## config.mk

```make
export PLATFORM = sky130hd
export DESIGN_NAME = pc_gen
export DESIGN_NICKNAME = d
export VERILOG_FILES = /design/src/rtl/pc_gen.sv
export SDC_FILE = /design/constraint.sdc
export NUM_CORES = 1
export LEC_CHECK = 0
export BUFFER_PORTS_ARGS = -buffer_cell sky130_fd_sc_hd__buf_2
export CORE_ASPECT_RATIO = 0.7
export CORE_MARGIN = 2
export CORE_UTILIZATION = 43
export CTS_BUF_LIST = sky130_fd_sc_hd__clkbuf_4 sky130_fd_sc_hd__clkbuf_8 sky130_fd_sc_hd__clkbuf_16
export DETAILED_ROUTE_END_ITERATION = 10
export PLACE_DENSITY = 0.79
export SLEW_MARGIN = 5
export SYNTH_ARGS = -nofsm -noshare
export SYNTH_HDL_FRONTEND = slang
export SYNTH_SLANG_ARGS = --single-unit
```

## constraint.sdc

```tcl
create_clock -name clk -period 1.7 [get_ports clk]
set_input_delay 0.17 -clock clk [delete_from_list [all_inputs] [get_ports clk]]
set_output_delay 0.17 -clock clk [all_outputs]
set_load 0.02 [all_outputs]
```

## src/rtl/pc_gen.sv

```systemverilog
// ---------------------------------------------------------------------------
// PcGen : fetch program-counter generator
//
// Holds the current fetch address and offers it to instruction memory with
// a valid/ready handshake. On each accepted fetch the address advances by
// 2 bytes (16-bit instruction, IALIGN==2 only) or 4 bytes. Trap and jump
// redirects replace the address with priority trap > jump > sequential.
// A jump whose target breaks 4-byte alignment parks fetch until the trap
// path supplies a handler address.
//
// Parameters
//   XLEN         address width
//   RESET_VECTOR pc loaded on reset (truncated / zero-extended to XLEN)
//   IALIGN       instruction alignment in bytes, 2 or 4
//
// Ports
//   clk          core clock, all state updates on the rising edge
//   rst          synchronous active-high reset
//   fetch_ready  instruction memory accepts the offered pc this cycle
//   inst_len_2   accepted instruction is 16-bit (ignored when IALIGN==4)
//   jump         jump / taken-branch redirect request
//   jump_target  raw ALU result for the jump
//   trap_valid   trap / exception redirect request
//   trap_target  trap handler address
//   pc           current fetch address
//   snpc         static next pc (pc + step), wraps modulo 2^XLEN
//   fetch_valid  pc is offered to instruction memory
//   misaligned   one-cycle pulse, a jump target broke alignment
//   bad_addr     offending jump target, held until the next event or reset
// ---------------------------------------------------------------------------
module pc_gen #(
    parameter int          XLEN         = 32,
    parameter logic [31:0] RESET_VECTOR = 32'h8000_0000,
    parameter int          IALIGN       = 4
) (
    input  logic            clk,
    input  logic            rst,
    input  logic            fetch_ready,
    input  logic            inst_len_2,
    input  logic            jump,
    input  logic [XLEN-1:0] jump_target,
    input  logic            trap_valid,
    input  logic [XLEN-1:0] trap_target,
    output logic [XLEN-1:0] pc,
    output logic [XLEN-1:0] snpc,
    output logic            fetch_valid,
    output logic            misaligned,
    output logic [XLEN-1:0] bad_addr
);

    typedef enum logic [1:0] {
        IDLE      = 2'd0,
        RUN       = 2'd1,
        WAIT_TRAP = 2'd2
    } state_t;

    localparam logic [XLEN-1:0] RESET_PC = XLEN'(RESET_VECTOR);

    // Mask that clears the low log2(IALIGN) bits of a trap handler address.
    localparam logic [XLEN-1:0] TRAP_MASK = ~XLEN'(IALIGN - 1);

    // Jump targets always lose bit 0, matching the JALR definition.
    localparam logic [XLEN-1:0] JUMP_MASK = ~XLEN'(1);

    state_t          state;
    logic [XLEN-1:0] step;
    logic [XLEN-1:0] jump_pc;
    logic [XLEN-1:0] trap_pc;
    logic            jump_bad;

    // Size of the instruction being fetched. Only a core built with
    // compressed support (IALIGN==2) can take a 2-byte step.
    always_comb begin
        step = XLEN'(4);
        if (IALIGN == 2 && inst_len_2) begin
            step = XLEN'(2);
        end
    end

    assign snpc = pc + step;

    // Redirect targets are cleaned up before use. Only a 4-byte aligned
    // core can see a bad jump target, since bit 0 is already dropped.
    assign jump_pc  = jump_target & JUMP_MASK;
    assign trap_pc  = trap_target & TRAP_MASK;
    assign jump_bad = (IALIGN == 4) && jump_pc[1];

    // The offer is a decode of the state register only, so no handshake or
    // redirect input can reach it combinationally.
    assign fetch_valid = (state == RUN);

    // Main sequencer. A trap is honoured from any state and always lands in
    // RUN. A jump is only acted on while fetching; a bad one parks fetch in
    // WAIT_TRAP with pc frozen so the faulting context is still visible.
    // Sequential advance requires an accepted offer, so pc never moves
    // under a pending offer except by a redirect.
    always_ff @(posedge clk) begin
        if (rst) begin
            state      <= IDLE;
            pc         <= RESET_PC;
            misaligned <= 1'b0;
            bad_addr   <= '0;
        end else begin
            misaligned <= 1'b0;
            if (trap_valid) begin
                pc    <= trap_pc;
                state <= RUN;
            end else begin
                case (state)
                    IDLE: begin
                        state <= RUN;
                    end
                    RUN: begin
                        if (jump && jump_bad) begin
                            misaligned <= 1'b1;
                            bad_addr   <= jump_pc;
                            state      <= WAIT_TRAP;
                        end else if (jump) begin
                            pc <= jump_pc;
                        end else if (fetch_ready) begin
                            pc <= snpc;
                        end
                    end
                    WAIT_TRAP: begin
                        state <= WAIT_TRAP;
                    end
                    default: begin
                        state <= IDLE;
                    end
                endcase
            end
        end
    end

endmodule
```

# == Word-level counts from Yosys, hierarchy flattened ==
# Cells that the tools add are included.
# word_totals
reg_bits,66
input_bits,70
output_inout_bits,98
word_cells,34
# op_classes
n_addsub,1
eq_ne,5
muxes,9
bitwise_logic,3
n_reduce_logical,10
# ops
operator,count
$mux 32,5
$add 32x3->32 const B,1
$reduce_and 3->1,3
$pmux 2 s3,1
$reduce_bool 2->1,2
$ne 3x2->1 const B,1
$not 1->1,3
$reduce_bool 3->1,1
$reduce_or 3->1,1
$eq 2x1->1 const B,1
$eq 2x2->1 const B,1
$logic_not 2->1,1
$mux 1,2
$mux 2,1
$ne 2x1->1 const B,1
$ne 2x2->1 const B,1
$reduce_or 2->1,1
$logic_and 1x1->1,1

# == Longest topological paths before layout ==
# Gate-level depths: netlist (run 1).
# depth
word_depth,6
ltp_mapped,8
mapped_depth_nobuf,6

# == Worst setup path before layout (run 1) ==
# Ideal clock, no wire load.
# synth_timing
path_type,reg2reg
from,reg pc[5]
to,reg pc[29]
arrival_time_ns,1.875
path_slack_ns,-0.296
stages_incl_launch_ff,8
cell_sequence,dfxtp_1 -> buf_4 -> nand4_2 -> nor4_4 -> buf_6 -> nand4_4 -> xnor2_2 -> a221o_1
# synth_via
elab_chain_cells,6
# synth_lines
element,line_no,rtl
"start, declared",44,"output logic [XLEN-1:0] pc,"
"start signal, assigned",106,pc <= trap_pc;
"start signal, assigned",119,pc <= jump_pc;
"start signal, assigned",121,pc <= snpc;
$add 32x3->32,80,assign snpc = pc + step;
net snpc[29],45,"output logic [XLEN-1:0] snpc,"
$mux 32,120,end else if (fetch_ready) begin
$mux 32,118,end else if (jump) begin
$mux 32,114,if (jump && jump_bad) begin
$mux 32,109,case (state)
$mux 32,105,if (trap_valid) begin
# The timed path passes the listed nets, and every way through them passes these cells. The select of a mux whose other input is x is not followed.
# A chain may end at the register's enable or synchronous reset.

# == Final worst setup path (run 1) ==
# layout_timing
from,reg pc[14]
to,out snpc[31]
# layout_via
elab_chain_cells,1
# layout_lines
element,line_no
$add 32x3->32,80
"end, declared",45
# No other way between the ends.

==> qor_table.md, run 1 <==
| Stage | Quantity | Value |
| --- | --- | --- |
| drt | Aggregate routed wire length | 15.48 mm |
| clock network | CTS clock-pin slew for the worst setup and hold paths | 0.06 ns |
| cells and area | Util after Layout | 75.06% |
| yosys | Share of the synthesized area in compound gates (AO/OA/AOI/OAI) | 22.33% |
| clock network | Number of buffers inserted by hold repair at cts | 0 |
| cells and area | Most common cell after layout, fill and taps aside | sky130_fd_sc_hd__buf_2 |
| cells and area | Number of nets in the finished design | 775 |
| sta | Max-slew violation total from the final report | 0 |
| setup path | Start of the worst register-to-register path | pc[14] |
| yosys | Share of synthesized area occupied by flip-flops and latches | 35.89% |
| pwr | Power Dens Cells | 757.8 nW/µm² |
| setup path | Setup slack on the worst flop-to-flop path | -0.22 ns |
| drt | Number of nets with antenna violations after routing | 0 |
| drt | Final routed wire length divided by cell count | 19.08 µm |
| yosys | Xor-xnor portion of the synthesized cell area | 7.002% |
| yosys | YS warnings | 0 |
| placed design | Routability-driven placement congestion ratio | 0.9726 |
| yosys | Post-synthesis register bit count | 66 |
| floorplanning | Core region area | 8373 µm² |
| setup path | R2R depth | 7 |
| cells and area | Share of final-layout standard cells stronger than drive strength 1 | 55.10% |
| sta | Final setup violating endpoints | 34 |
| clock network | CTS Root Buffer Type | sky130_fd_sc_hd__clkbuf_16 |
| hold path | Hold Path Origin | trap_target[6] |
| drt | Vias after detailed routing | 4611 |
| sta | Tightest slew margin relative to the limit | 60.50% |
| grt | Remaining global-route overflow | 0 |
| sta | Crit share post-route | 124.7% |
| sta | Hold slack final | 0.06132 ns |
| clock network | CTS max path bufs | 2 |
| grt | Vias in the first global route | 4572 |
| setup path | Worst-path maximum fanout | 3 |
| cells and area | Total non-filler cell area in the finished layout | 6285 µm² |
| pwr | Leak pwr | 3.092 nW |
| setup path | Startpoint type of the worst setup path | register |
| drt | Total DRC errors in the routed layout | 0 |
| setup path | Worst r2r dst | pc[31] |
| yosys | Main flop type after synthesis | sky130_fd_sc_hd__dfxtp_1 |
| setup path | CP Data Arrival Time | 1.95 ns |
| sta | Maximum clock frequency | 0.4717 GHz |
| yosys | Main combinational cell family by area after synthesis | simple AND/OR/NAND/NOR gates |
| clock network | CTS tree | built |
| yosys | Share of flip-flops with an asynchronous set or reset | 0% |
| hold path | Hold Path Class | input pin to register |
| setup path | Worst Path Required | 1.53 ns |
| clock network | Number of clock buffers inserted by TritonCTS | 9 |
| yosys | Post-synth cell types | 61 |
| cells and area | Count of placed standard cells in the final layout, fillers left out | 811 |
| floorplanning | Number of top-level pins | 168 |
| grt | Pin count of the biggest net entering global routing | 35 |
| cells and area | Top library cells by usage in the layout, fill and taps aside | sky130_fd_sc_hd__buf_2 (136), sky130_fd_sc_hd__buf_4 (109), sky130_fd_sc_hd__nand2_1 (82), sky130_fd_sc_hd__a21oi_1 (50), sky130_fd_sc_hd__dfxtp_1 (42) |
| floorplanning | Initial cell density of the core | 43.96% |
| sta | Slew @ Worst Pin | 0.5903 ns |
| placed design | Half-perimeter wire length after detailed placement | 10.71 mm |
| yosys | Average size of a mapped cell | 8.020 µm² |
| sta | Clk_skew | 0.006172 ns |
| placed design | Pre-CTS setup slack | -0.1004 ns |
| grt | Wire length of the first global-routing pass | 22.62 mm |
| hold path | Worst hold path stage count | 2 |
| drt | First DRT Iteration DRCs | 335 |
| yosys | Synthesized Nets | 533 |
| yosys | Share of synthesized area spent on multiplexers | 1.360% |
| floorplanning | Placement row count | 28 |
| yosys | Count of flip-flops with a built-in enable after synthesis | 0 |
| sta | Sum Neg Setup Slack | -7.043 ns |
| setup path | Worst setup path class | register to primary output |
| floorplanning | Total Die Area | 9328 µm² |
| status | Violated checks | setup timing |
| clock network | Clock latency on the worst-skew pair | 0.34 ns |
| cells and area | Layout area overhead | 70.73% |
| sta | Tmin final | 2.120 ns |
| cells and area | Antenna Cells | 0 |
| placed design | Cell count after placement | 767 |
| sta | Smallest setup slack after layout | -0.4199 ns |
| sta | RSZ-0062 raised after global routing | yes |
| pwr | Pwr Total | 4.763 mW |
| drt | Drt via density | 5.686 |
| hold path | End of the worst hold path | pc[6] |
| drt | Pre-antenna DRT Iters | 5 |
| placed design | # port buffers | 162 |
| yosys | Adder-cell area share of the yosys netlist | 1.360% |
| sta | Count of endpoints failing hold in the final timing report | 0 |
| floorplanning | Width of the die | 114.6 µm |
| yosys | Post-synthesis cell count | 459 |
| yosys | Area fraction in and, or, nand and nor cells after synthesis | 25.56% |
| clock network | Number of sinks handled by clock tree synthesis | 66 |
| yosys | Synthesized cell area | 3681 µm² |
| status | Outcome | finished, violations left |
| pwr | Max VDD drop | 0.5940 mV |
| floorplanning | Height of the chip | 81.41 µm |
| grt | Global-route usage over all layers | 31.44% |
| grt | Antenna violations before repair | 0 |
| placed design | Total cell area at the placement stage | 5190 µm² |
| clock network | Max H-tree Level | 3 |
| setup path | Endpoint kind of the worst setup timing path | primary output |
| flow run | Number of max-capacitance violations reported | 0 |
## routing by layer
| layer | part of all wire [%] | global-route usage, % |
|---|---|---|
| met1 | 41 | 39.33 |
| met3 | 10 | 9.520 |
| met2 | 47 | 52.13 |
| met4 | 1.9 | 10.85 |
| met5 | 0 | 0 |
## worst max-delay path by stage
stage	start	depth (start not counted)	end	slack (ns)
2_1_floorplan	pc[9]	7	pc[29]	-0.16
3_3_place_gp	pc[10]	6	pc[29]	-0.04
3_5_place_dp	pc[17]	5	pc[31]	-0.10
4_1_cts	pc[4]	6	snpc[27]	-0.35
5_1_grt	pc[14]	7	snpc[29]	-0.47
6_report	pc[14]	6	snpc[31]	-0.42
## cells in the mapped netlist, drive strengths merged, types with 4 or more instances
cell | n | share of area, %
inv | 13 | 1.3
xnor2 | 19 | 5.3
and3 | 9 | 1.5
nand4 | 11 | 3.0
mux2i | 5 | 1.4
a22oi | 10 | 2.0
a221oi | 5 | 1.2
and2 | 4 | 0.68
dfxtp | 66 | 36
a221o | 6 | 1.6
buf | 19 | 3.2
o21ai | 20 | 3.0
o311ai | 6 | 1.4
nand2 | 90 | 9.2
xor2 | 7 | 1.7
o21a | 5 | 1.1
clkbuf | 18 | 1.8
a21oi | 51 | 6.9
nand3 | 21 | 3.0
and4 | 9 | 2.2
nor2 | 18 | 1.9
ha | 4 | 1.4
nor3 | 11 | 1.5
## timing repair
item,CTS,global route
setup endpoints to repair,40,48
pin swaps,29,36
buffers inserted,13,17
cloned,0,1
gates resized for setup,64,76
## power breakdown
part | internal, mW | switching [mW] | leakage, nW
clock | 1.27 | 0.694 | 0.161
sequential | 1.62 | 0.0702 | 0.550
combinational | 0.479 | 0.628 | 2.38
total | 3.37 | 1.39 | 3.09
## layout make-up
type,count,area [µm²]
Fill cell,617,2088
Inverter,13,48.80
Clock buffer,16,320.3
Multi-Input combinational cell,343,2644
Tap cell,105,131.4
Timing Repair Buffer,268,1767
Sequential cell,66,1374
## registers in the layout (all words and copies together) (netlist names), named ones only
register / flops
pc: 31
misaligned: 1
bad_addr: 31
state: 2
## critical path: stages (launching register included)
cell and delay [ns]:
sky130_fd_sc_hd__dfxtp_4 0.34, sky130_fd_sc_hd__nand4_1 0.26, sky130_fd_sc_hd__buf_4 0.24, sky130_fd_sc_hd__and4bb_4 0.37
sky130_fd_sc_hd__nand3_4 0.11, sky130_fd_sc_hd__xnor2_2 0.13, sky130_fd_sc_hd__buf_4 0.16
## cells by family after synthesis
family | Yosys count
and+or+nand+nor | 183
AOI/OAI and AO/OA | 124
DFF | 66
buffers and inverters | 50
xor gates and xnor gates | 26
muxes | 5
adders and majority gates | 4
other | 1
Power figures use the tool's default switching activity.
==> run 2: changes to the inputs <==
--- a/config.mk
+++ b/config.mk
@@ -11,7 +11,7 @@
 export CORE_UTILIZATION = 43
 export CTS_BUF_LIST = sky130_fd_sc_hd__clkbuf_4 sky130_fd_sc_hd__clkbuf_8 sky130_fd_sc_hd__clkbuf_16
 export DETAILED_ROUTE_END_ITERATION = 10
-export PLACE_DENSITY = 0.79
+export PLACE_DENSITY = 0.77
 export SLEW_MARGIN = 5
 export SYNTH_ARGS = -nofsm -noshare
 export SYNTH_HDL_FRONTEND = slang
==> run 2 against run 1 <==
Compared with the run above:
- the run still ends with setup timing left
- sequential cell count is the same
- register-to-register slack improved by 0.02 ns
- critical path depth unchanged
- wire length up 1.4%
- maximum frequency is 3.8% higher
- via count is 3.4% higher
- largest cell class unchanged
==> qor_table.md, run 2 (synthesized netlist as in run 1, its figures left out) <==
| Stage | Quantity | Value | vs previous |
| --- | --- | --- | --- |
| status | Outcome | finished, violations left | unchanged |
| status | Violated checks | setup timing | unchanged |
| cells and area | Total non-filler cell area in the finished layout | 6326 µm² | was 6285 µm² |
| floorplanning | Placement row count | 28 | unchanged |
| sta | Clk_skew | 0.005704 ns | was 0.006172 ns |
| clock network | Max H-tree Level | 3 | unchanged |
| sta | Crit share post-route | 120.1% | was 124.7% |
| drt | Drt via density | 5.891 | was 5.686 |
| setup path | Startpoint type of the worst setup path | register | unchanged |
| cells and area | Count of placed standard cells in the final layout, fillers left out | 809 | was 811 |
| clock network | CTS tree | built | unchanged |
| cells and area | Most common cell after layout, fill and taps aside | sky130_fd_sc_hd__buf_2 | unchanged |
| grt | Pin count of the biggest net entering global routing | 59 | was 35 |
| grt | Antenna violations before repair | 1 | was 0 |
| sta | Slew @ Worst Pin | 0.6156 ns | was 0.5903 ns |
| setup path | Endpoint kind of the worst setup timing path | primary output | unchanged |
| grt | Vias in the first global route | 4399 | was 4572 |
| pwr | Switching power share of the total | 30.49% | was 29.23% |
| cells and area | Leading registers by flop count | bad_addr (31), pc (31), state (2) | unchanged |
| sta | Tightest slew margin relative to the limit | 58.81% | was 60.50% |
| placed design | Total cell area at the placement stage | 5155 µm² | was 5190 µm² |
| grt | Met3 demand-to-capacity share in global routing | 6.125% | was 9.520% |
| clock network | Clock latency on the worst-skew pair | 0.34 ns | about the same |
| pwr | Proportion of power drawn by combinational gates | 24.0% | was 23.2% |
| placed design | Half-perimeter wire length after detailed placement | 10.38 mm | was 10.71 mm |
| setup path | Worst setup path class | register to primary output | unchanged |
| pwr | Leak pwr | 3.115 nW | was 3.092 nW |
| cells and area | Top library cells by usage in the layout, fill and taps aside | sky130_fd_sc_hd__buf_2 (135), sky130_fd_sc_hd__buf_4 (102), sky130_fd_sc_hd__nand2_1 (81), sky130_fd_sc_hd__a21oi_1 (50), sky130_fd_sc_hd__dfxtp_1 (41) | was sky130_fd_sc_hd__buf_2 (136), sky130_fd_sc_hd__buf_4 (109), sky130_fd_sc_hd__nand2_1 (82), sky130_fd_sc_hd__a21oi_1 (50), sky130_fd_sc_hd__dfxtp_1 (42) |
| pwr | Net load switching power | 1.430 mW | was 1.392 mW |
| grt | Global-route usage over all layers | 30.99% | was 31.44% |
| drt | First DRT Iteration DRCs | 410 | was 335 |
| cells and area | Number of nets in the finished design | 773 | was 775 |
| grt | Remaining global-route overflow | 0 | unchanged |
| floorplanning | Total Die Area | 9328 µm² | unchanged |
| clock network | CTS max path bufs | 2 | unchanged |
| grt | Wire length of the first global-routing pass | 22.18 mm | was 22.62 mm |
| placed design | Routability-driven placement congestion ratio | 0.9463 | was 0.9726 |
| sta | Smallest setup slack after layout | -0.3414 ns | was -0.4199 ns |
| placed design | # port buffers | 162 | unchanged |
| drt | Number of nets with antenna violations after routing | 0 | unchanged |
| sta | Hold slack final | 0.05210 ns | was 0.06132 ns |
| clock network | CTS Root Buffer Type | sky130_fd_sc_hd__clkbuf_16 | unchanged |
| cells and area | Share of final-layout standard cells stronger than drive strength 1 | 55.97% | was 55.10% |
| sta | Tmin final | 2.041 ns | was 2.120 ns |
| sta | Maximum clock frequency | 0.4899 GHz | was 0.4717 GHz |
| clock network | CTS clock-pin slew for the worst setup and hold paths | 0.06 ns | about the same |
| clock network | Number of sinks handled by clock tree synthesis | 66 | unchanged |
| cells and area | Antenna Cells | 0 | unchanged |
| pwr | Clk pwr share | 39.8% | was 41.2% |
| drt | Pre-antenna DRT Iters | 5 | unchanged |
| pwr | Internal | 3.261 mW | was 3.371 mW |
| pwr | Proportion of power drawn by flip-flops and latches | 36.2% | was 35.5% |
| sta | RSZ-0062 raised after global routing | yes | unchanged |
| setup path | CP Data Arrival Time | 1.87 ns | was 1.95 ns |
| drt | Aggregate routed wire length | 15.70 mm | was 15.48 mm |
| sta | Count of endpoints failing hold in the final timing report | 0 | unchanged |
| hold path | Hold Path Class | input pin to register | unchanged |
| floorplanning | Number of top-level pins | 168 | unchanged |
| flow run | Number of max-capacitance violations reported | 0 | unchanged |
| cells and area | Layout area overhead | 71.86% | was 70.73% |
| drt | Total DRC errors in the routed layout | 0 | unchanged |
| drt | Final routed wire length divided by cell count | 19.40 µm | was 19.08 µm |
| setup path | Worst Path Required | 1.53 ns | about the same |
| floorplanning | Height of the chip | 81.41 µm | unchanged |
| pwr | Power Dens Cells | 741.7 nW/µm² | was 757.8 nW/µm² |
| placed design | Cell count after placement | 759 | was 767 |
| floorplanning | Core region area | 8373 µm² | unchanged |
| floorplanning | Initial cell density of the core | 43.96% | unchanged |
| clock network | Number of clock buffers inserted by TritonCTS | 9 | unchanged |
| cells and area | Util after Layout | 75.55% | was 75.06% |
| sta | Max-slew violation total from the final report | 0 | unchanged |
| pwr | Max VDD drop | 0.5914 mV | was 0.5940 mV |
| clock network | Number of buffers inserted by hold repair at cts | 0 | unchanged |
| drt | Vias after detailed routing | 4766 | was 4611 |
| grt | Grt met1 use | 40.78% | was 39.33% |
| grt | GRT busiest layer | met2 | unchanged |
| sta | Final setup violating endpoints | 34 | unchanged |
| floorplanning | Width of the die | 114.6 µm | unchanged |
| sta | Sum Neg Setup Slack | -6.569 ns | was -7.043 ns |
| grt | Met2 usage in global routing | 51.07% | was 52.13% |
| setup path | Worst-path maximum fanout | 3 | unchanged |
==> run 2: cell count changes in the layout (fill, tap and decap cells not counted), moves of 3 or more <==
| cell | delta |
|---|---|
| sky130_fd_sc_hd__o311ai_1 | -3 |
| sky130_fd_sc_hd__buf_4 | -7 |
| sky130_fd_sc_hd__buf_6 | +4 |
| sky130_fd_sc_hd__clkinv_2 | +3 |
==> run 2: cell type report <==
type | instances | area [µm²]
Clock buffer | 12 | 277.8
Timing Repair Buffer | 266 | 1794
Sequential cell | 66 | 1378
Clock inverter | 4 | 22.52
Inverter | 13 | 48.80
Multi-Input combinational cell | 343 | 2674
Tap cell | 105 | 131.4
Fill cell | 566 | 2047
==> run 2: final timing paths <==
kind / startpoint / slack (ns) / cells after the start / endpoint
setup / recovery: pc[6] / -0.34 / 6 / snpc[27]
hold / removal: trap_target[8] / 0.05 / 2 / pc[8]
setup reg to reg: pc[6] / -0.20 / 7 / pc[27]
hold reg to reg: bad_addr[7] / 0.45 / 2 / bad_addr[7]
==> run 2: through the flow <==
stage	worst slack, ns	total power, mW
2_1_floorplan	-0.1619	2.237
5_1_grt	-0.4011	4.822
4_1_cts	-0.3177	4.602
3_3_place_gp	-0.05471	2.643
3_5_place_dp	-0.1494	2.663
6_report	-0.3414	4.692
==> run 2: repair_timing <==
action / CTS / global route
endpoints found under the hold margin: 0 / 0
buffers inserted: 16 / 25
pin swaps: 32 / 38
endpoints found under the setup margin: 42 / 47
resized for setup: 89 / 65
gates cloned: 0 / 0
==> run 2: power groups by stage <==
| stage | clock network (mW) | registers, mW | logic (mW) |
|---|---|---|---|
| after global routing | 1.93 | 1.71 | 1.18 |
| final | 1.87 | 1.70 | 1.13 |
| after global placement | 0 | 1.71 | 0.932 |
| after floorplan | 0 | 1.82 | 0.419 |
| after detailed placement | 0 | 1.72 | 0.947 |
| after CTS | 1.88 | 1.69 | 1.03 |
==> run 2: layer usage <==
layer  wire length (µm)  up-vias
met5                 13        -
met4                438        2
met3               1499       45
met2               7308      300
met1               6438     2300
li1                   -     2119
==> run 2: worst max-delay path: stages (launching register included) <==
cell and delay [ns]:
sky130_fd_sc_hd__dfxtp_4 0.36, sky130_fd_sc_hd__nand4_4 0.12, sky130_fd_sc_hd__nor4_4 0.33, sky130_fd_sc_hd__buf_4 0.20, sky130_fd_sc_hd__nand4_1 0.14, sky130_fd_sc_hd__xnor2_2 0.20, sky130_fd_sc_hd__buf_4 0.17
==> run 3: changes to the inputs <==
--- a/config.mk
+++ b/config.mk
@@ -5,9 +5,9 @@
 export SDC_FILE = /design/constraint.sdc
 export NUM_CORES = 1
 export LEC_CHECK = 0
+export ABC_AREA = 1
 export BUFFER_PORTS_ARGS = -buffer_cell sky130_fd_sc_hd__buf_2
 export CORE_ASPECT_RATIO = 0.7
-export CORE_MARGIN = 2
 export CORE_UTILIZATION = 43
 export CTS_BUF_LIST = sky130_fd_sc_hd__clkbuf_4 sky130_fd_sc_hd__clkbuf_8 sky130_fd_sc_hd__clkbuf_16
 export DETAILED_ROUTE_END_ITERATION = 10
==> run 3 against run 2 <==
Compared with the run above:
- the run still ends with setup timing left
- first-iteration DRC count fell by 7.8%
- worst hold slack gained 0.039 ns
- via count up 0.44%
- core utilization shrank 6.1 points
- non-clock buffer count is 56 lower
- highest routed layer is now met4
==> qor_table.md, run 3 <==
| Stage | Quantity | Value | vs previous |
| --- | --- | --- | --- |
| yosys | Share of flip-flops with an asynchronous set or reset | 0% | unchanged |
| placed design | Half-perimeter wire length after detailed placement | 9.609 mm | was 10.38 mm |
| yosys | Main flop type after synthesis | sky130_fd_sc_hd__dfxtp_1 | unchanged |
| placed design | # port buffers | 162 | unchanged |
| setup path | Worst r2r dst | pc[8] | was pc[27] |
| yosys | Cells taking the most area after synthesis | sky130_fd_sc_hd__dfxtp_1 (35%), sky130_fd_sc_hd__nand2_1 (14%), sky130_fd_sc_hd__a21oi_1 (9.6%) | was sky130_fd_sc_hd__dfxtp_1 (36%), sky130_fd_sc_hd__nand2_1 (9.2%), sky130_fd_sc_hd__a21oi_1 (6.9%) |
| grt | Vias in the first global route | 4319 | was 4399 |
| yosys | Post-synth cell types | 35 | was 61 |
| cells and area | Total non-filler cell area in the finished layout | 5939 µm² | was 6326 µm² |
| clock network | CTS Root Buffer Type | sky130_fd_sc_hd__clkbuf_16 | unchanged |
| setup path | Endpoint kind of the worst setup timing path | primary output | unchanged |
| cells and area | Share of final-layout standard cells stronger than drive strength 1 | 45.61% | was 55.97% |
| setup path | Crit path max-delay cell type | sky130_fd_sc_hd__dfxtp_4 | unchanged |
| sta | Maximum clock frequency | 0.5489 GHz | was 0.4899 GHz |
| setup path | Worst Path Required | 1.53 ns | about the same |
| drt | Final routed wire length divided by cell count | 15.79 µm | was 19.40 µm |
| setup path | Start of the worst register-to-register path | pc[2] | was pc[6] |
| grt | Wire length of the first global-routing pass | 20.49 mm | was 22.18 mm |
| floorplanning | Total Die Area | 9277 µm² | was 9328 µm² |
| clock network | Clock latency on the worst-skew pair | 0.33 ns | was 0.34 ns |
| placed design | Routability-driven placement congestion ratio | 0.8847 | was 0.9463 |
| drt | Number of nets with antenna violations after routing | 0 | unchanged |
| sta | Hold slack final | 0.09071 ns | was 0.05210 ns |
| yosys | Average size of a mapped cell | 6.490 µm² | was 8.020 µm² |
| setup path | Worst setup path class | register to primary output | unchanged |
| setup path | R2R depth | 9 | was 7 |
| yosys | Post-synthesis cell count | 589 | was 459 |
| placed design | Total cell area at the placement stage | 4837 µm² | was 5155 µm² |
| hold path | Hold Path Origin | jump_target[12] | was trap_target[8] |
| sta | Sum Neg Setup Slack | -1.244 ns | was -6.569 ns |
| hold path | End of the worst hold path | bad_addr[12] | was pc[8] |
| sta | Count of endpoints failing hold in the final timing report | 0 | unchanged |
| sta | Tmin final | 1.822 ns | was 2.041 ns |
| cells and area | Number of nets in the finished design | 854 | was 773 |
| yosys | Count of flip-flops with a built-in enable after synthesis | 0 | unchanged |
| sta | Smallest setup slack after layout | -0.1220 ns | was -0.3414 ns |
| setup path | Setup slack on the worst flop-to-flop path | 0.06 ns | was -0.20 ns |
| setup path | Delay of the slowest critical-path stage | 0.41 ns | was 0.36 ns |
| grt | Global-route usage over all layers | 28.73% | was 30.99% |
| cells and area | Layout area overhead | 55.38% | was 71.86% |
| drt | Aggregate routed wire length | 14.29 mm | was 15.70 mm |
| clock network | Number of sinks handled by clock tree synthesis | 66 | unchanged |
| drt | Vias after detailed routing | 4787 | was 4766 |
| yosys | Share of the synthesized area in the top cell type | 34.57% | was 35.89% |
| yosys | Post-synthesis register bit count | 66 | unchanged |
| clock network | Max H-tree Level | 3 | unchanged |
| floorplanning | Initial cell density of the core | 44.72% | was 43.96% |
| clock network | CTS max path bufs | 2 | unchanged |
| drt | Pre-antenna DRT Iters | 5 | unchanged |
| yosys | Synth area leader | sky130_fd_sc_hd__dfxtp_1 | unchanged |
| floorplanning | Number of top-level pins | 168 | unchanged |
| clock network | Number of clock buffers inserted by TritonCTS | 9 | unchanged |
| sta | RSZ-0062 raised after global routing | yes | unchanged |
| yosys | YS warnings | 0 | unchanged |
| pwr | Leak pwr | 2.928 nW | was 3.115 nW |
| grt | Remaining global-route overflow | 0 | unchanged |
| cells and area | Antenna Cells | 0 | unchanged |
| yosys | Commonest cells in the netlist | sky130_fd_sc_hd__nand2_1 (144), sky130_fd_sc_hd__a21oi_1 (73), sky130_fd_sc_hd__inv_1 (69) | was sky130_fd_sc_hd__nand2_1 (90), sky130_fd_sc_hd__dfxtp_1 (66), sky130_fd_sc_hd__a21oi_1 (51) |
| clock network | CTS clock-pin slew for the worst setup and hold paths | 0.06 ns | about the same |
| clock network | CTS tree | built | unchanged |
| setup path | Source of the critical timing path | pc[2] | was pc[6] |
| cells and area | Most common cell after layout, fill and taps aside | sky130_fd_sc_hd__buf_2 | unchanged |
| setup path | Startpoint type of the worst setup path | register | unchanged |
| sta | Final setup violating endpoints | 19 | was 34 |
| pwr | Max VDD drop | 0.4573 mV | was 0.5914 mV |
| sta | Crit share post-route | 107.2% | was 120.1% |
| setup path | CP Data Arrival Time | 1.65 ns | was 1.87 ns |
| grt | Antenna violations before repair | 0 | was 1 |
| drt | Drt via density | 5.290 | was 5.891 |
| drt | Total DRC errors in the routed layout | 0 | unchanged |
| drt | First DRT Iteration DRCs | 378 | was 410 |
| pwr | Power Dens Cells | 774.2 nW/µm² | was 741.7 nW/µm² |
| setup path | Cell-by-cell trace of the critical path | ha_4 > nand3_4 > nor2_4 > nand2_4 > xor2_2 > inv_1 > buf_2 | was nand4_4 > nor4_4 > buf_4 > nand4_1 > xnor2_2 > buf_4 |
| setup path | Worst-path maximum fanout | 5 | was 3 |
| placed design | Pre-CTS setup slack | 0.05402 ns | was -0.1494 ns |
| yosys | Synthesized cell area | 3822 µm² | was 3681 µm² |
| flow run | Number of max-capacitance violations reported | 0 | unchanged |
| grt | Pin count of the biggest net entering global routing | 56 | was 59 |
| yosys | Share of synthesized area occupied by flip-flops and latches | 34.57% | was 35.89% |
| sta | Max-slew violation total from the final report | 0 | unchanged |
| hold path | Hold Path Class | input pin to register | unchanged |
| hold path | Worst hold path stage count | 3 | was 2 |
| floorplanning | Height of the chip | 80.89 µm | was 81.41 µm |
| status | Outcome | finished, violations left | unchanged |
| floorplanning | Core region area | 8548 µm² | was 8373 µm² |
| yosys | Synthesized Nets | 663 | was 533 |
| status | Violated checks | setup timing | unchanged |
| floorplanning | Placement row count | 28 | unchanged |
| sta | Clk_skew | 0.008195 ns | was 0.005704 ns |
| cells and area | Top library cells by usage in the layout, fill and taps aside | sky130_fd_sc_hd__buf_2 (142), sky130_fd_sc_hd__nand2_1 (111), sky130_fd_sc_hd__a21oi_1 (68), sky130_fd_sc_hd__inv_1 (61), sky130_fd_sc_hd__buf_4 (49) | was sky130_fd_sc_hd__buf_2 (135), sky130_fd_sc_hd__buf_4 (102), sky130_fd_sc_hd__nand2_1 (81), sky130_fd_sc_hd__a21oi_1 (50), sky130_fd_sc_hd__dfxtp_1 (41) |
| floorplanning | Width of the die | 114.7 µm | was 114.6 µm |
| cells and area | Leading registers by flop count | bad_addr (31), pc (31), state (2) | unchanged |
| yosys | Leading cell type by number of instances after synthesis | sky130_fd_sc_hd__nand2_1 | unchanged |
==> run 3: worst max-delay path by stage <==
stage | endpoint | cells after the start
2_1_floorplan | pc[14] | 8
3_3_place_gp | pc[18] | 8
3_5_place_dp | pc[18] | 8
4_1_cts | snpc[8] | 7
5_1_grt | snpc[16] | 9
6_report | snpc[12] | 7
==> run 3: logic make-up after synthesis <==
logic type / synth area share [%]
fa+ha+maj: 1.309
xor+xnor: 1.833
compound gates: 21.93
buf+inv: 11.52
other cells: 0.09811
flops: 34.57
simple gates: 28.74
==> run 3: power breakdown <==
group          switching (mW)  internal, mW
Sequential              0.104          1.62
Combinational           0.597         0.396
Clock                   0.726          1.15
Total                    1.43          3.17
==> run 3: layout make-up <==
type / instances / area [µm²]
flip-flops and latches: 66 / 1408
multi-input cells: 421 / 2484
clock inverters: 6 / 66.31
repair buffers: 210 / 1324
well taps: 120 / 150.1
clock buffers: 10 / 232.7
inverters: 72 / 275.3
fillers: 722 / 2609
==> run 3: worst max-delay path, delay by kind of cell (launching register included) <==
kind                       cells  cell delay, ns
adders and majority gates      1            0.16
xor gates and xnor gates       1            0.19
and+or+nand+nor                3            0.34
DFF                            1            0.41
buffers and inverters          2            0.22
==> run 3: timing repair <==
action / 4_1_cts / 5_1_grt
pin swaps: 22 / 33
setup endpoints to repair: 26 / 59
setup buffers: 8 / 13
gates resized for setup: 111 / 97
hold buffers: 0 / 0
cloned: 0 / 1
==> run 3: stage by stage <==
stage / instances / util [%] / power (mW)
after global placement: 867 / 56.59 / 2.563
final: 905 / 69.48 / 4.598
after floorplan: 589 / - / 2.235
after detailed placement: 867 / 56.59 / 2.578
after global routing: 905 / 69.48 / 4.783
after CTS: 891 / 64.26 / 4.503
==> run 3: metal layers <==
layer / global-route usage, % / vias to the layer above / routed length (µm)
met5: 0 / - / 0
met4: 9.740 / 0 / 320
li1: - / 2291 / -
met1: 35.77 / 2207 / 6056
met2: 49.39 / 254 / 6737
met3: 6.493 / 35 / 1174
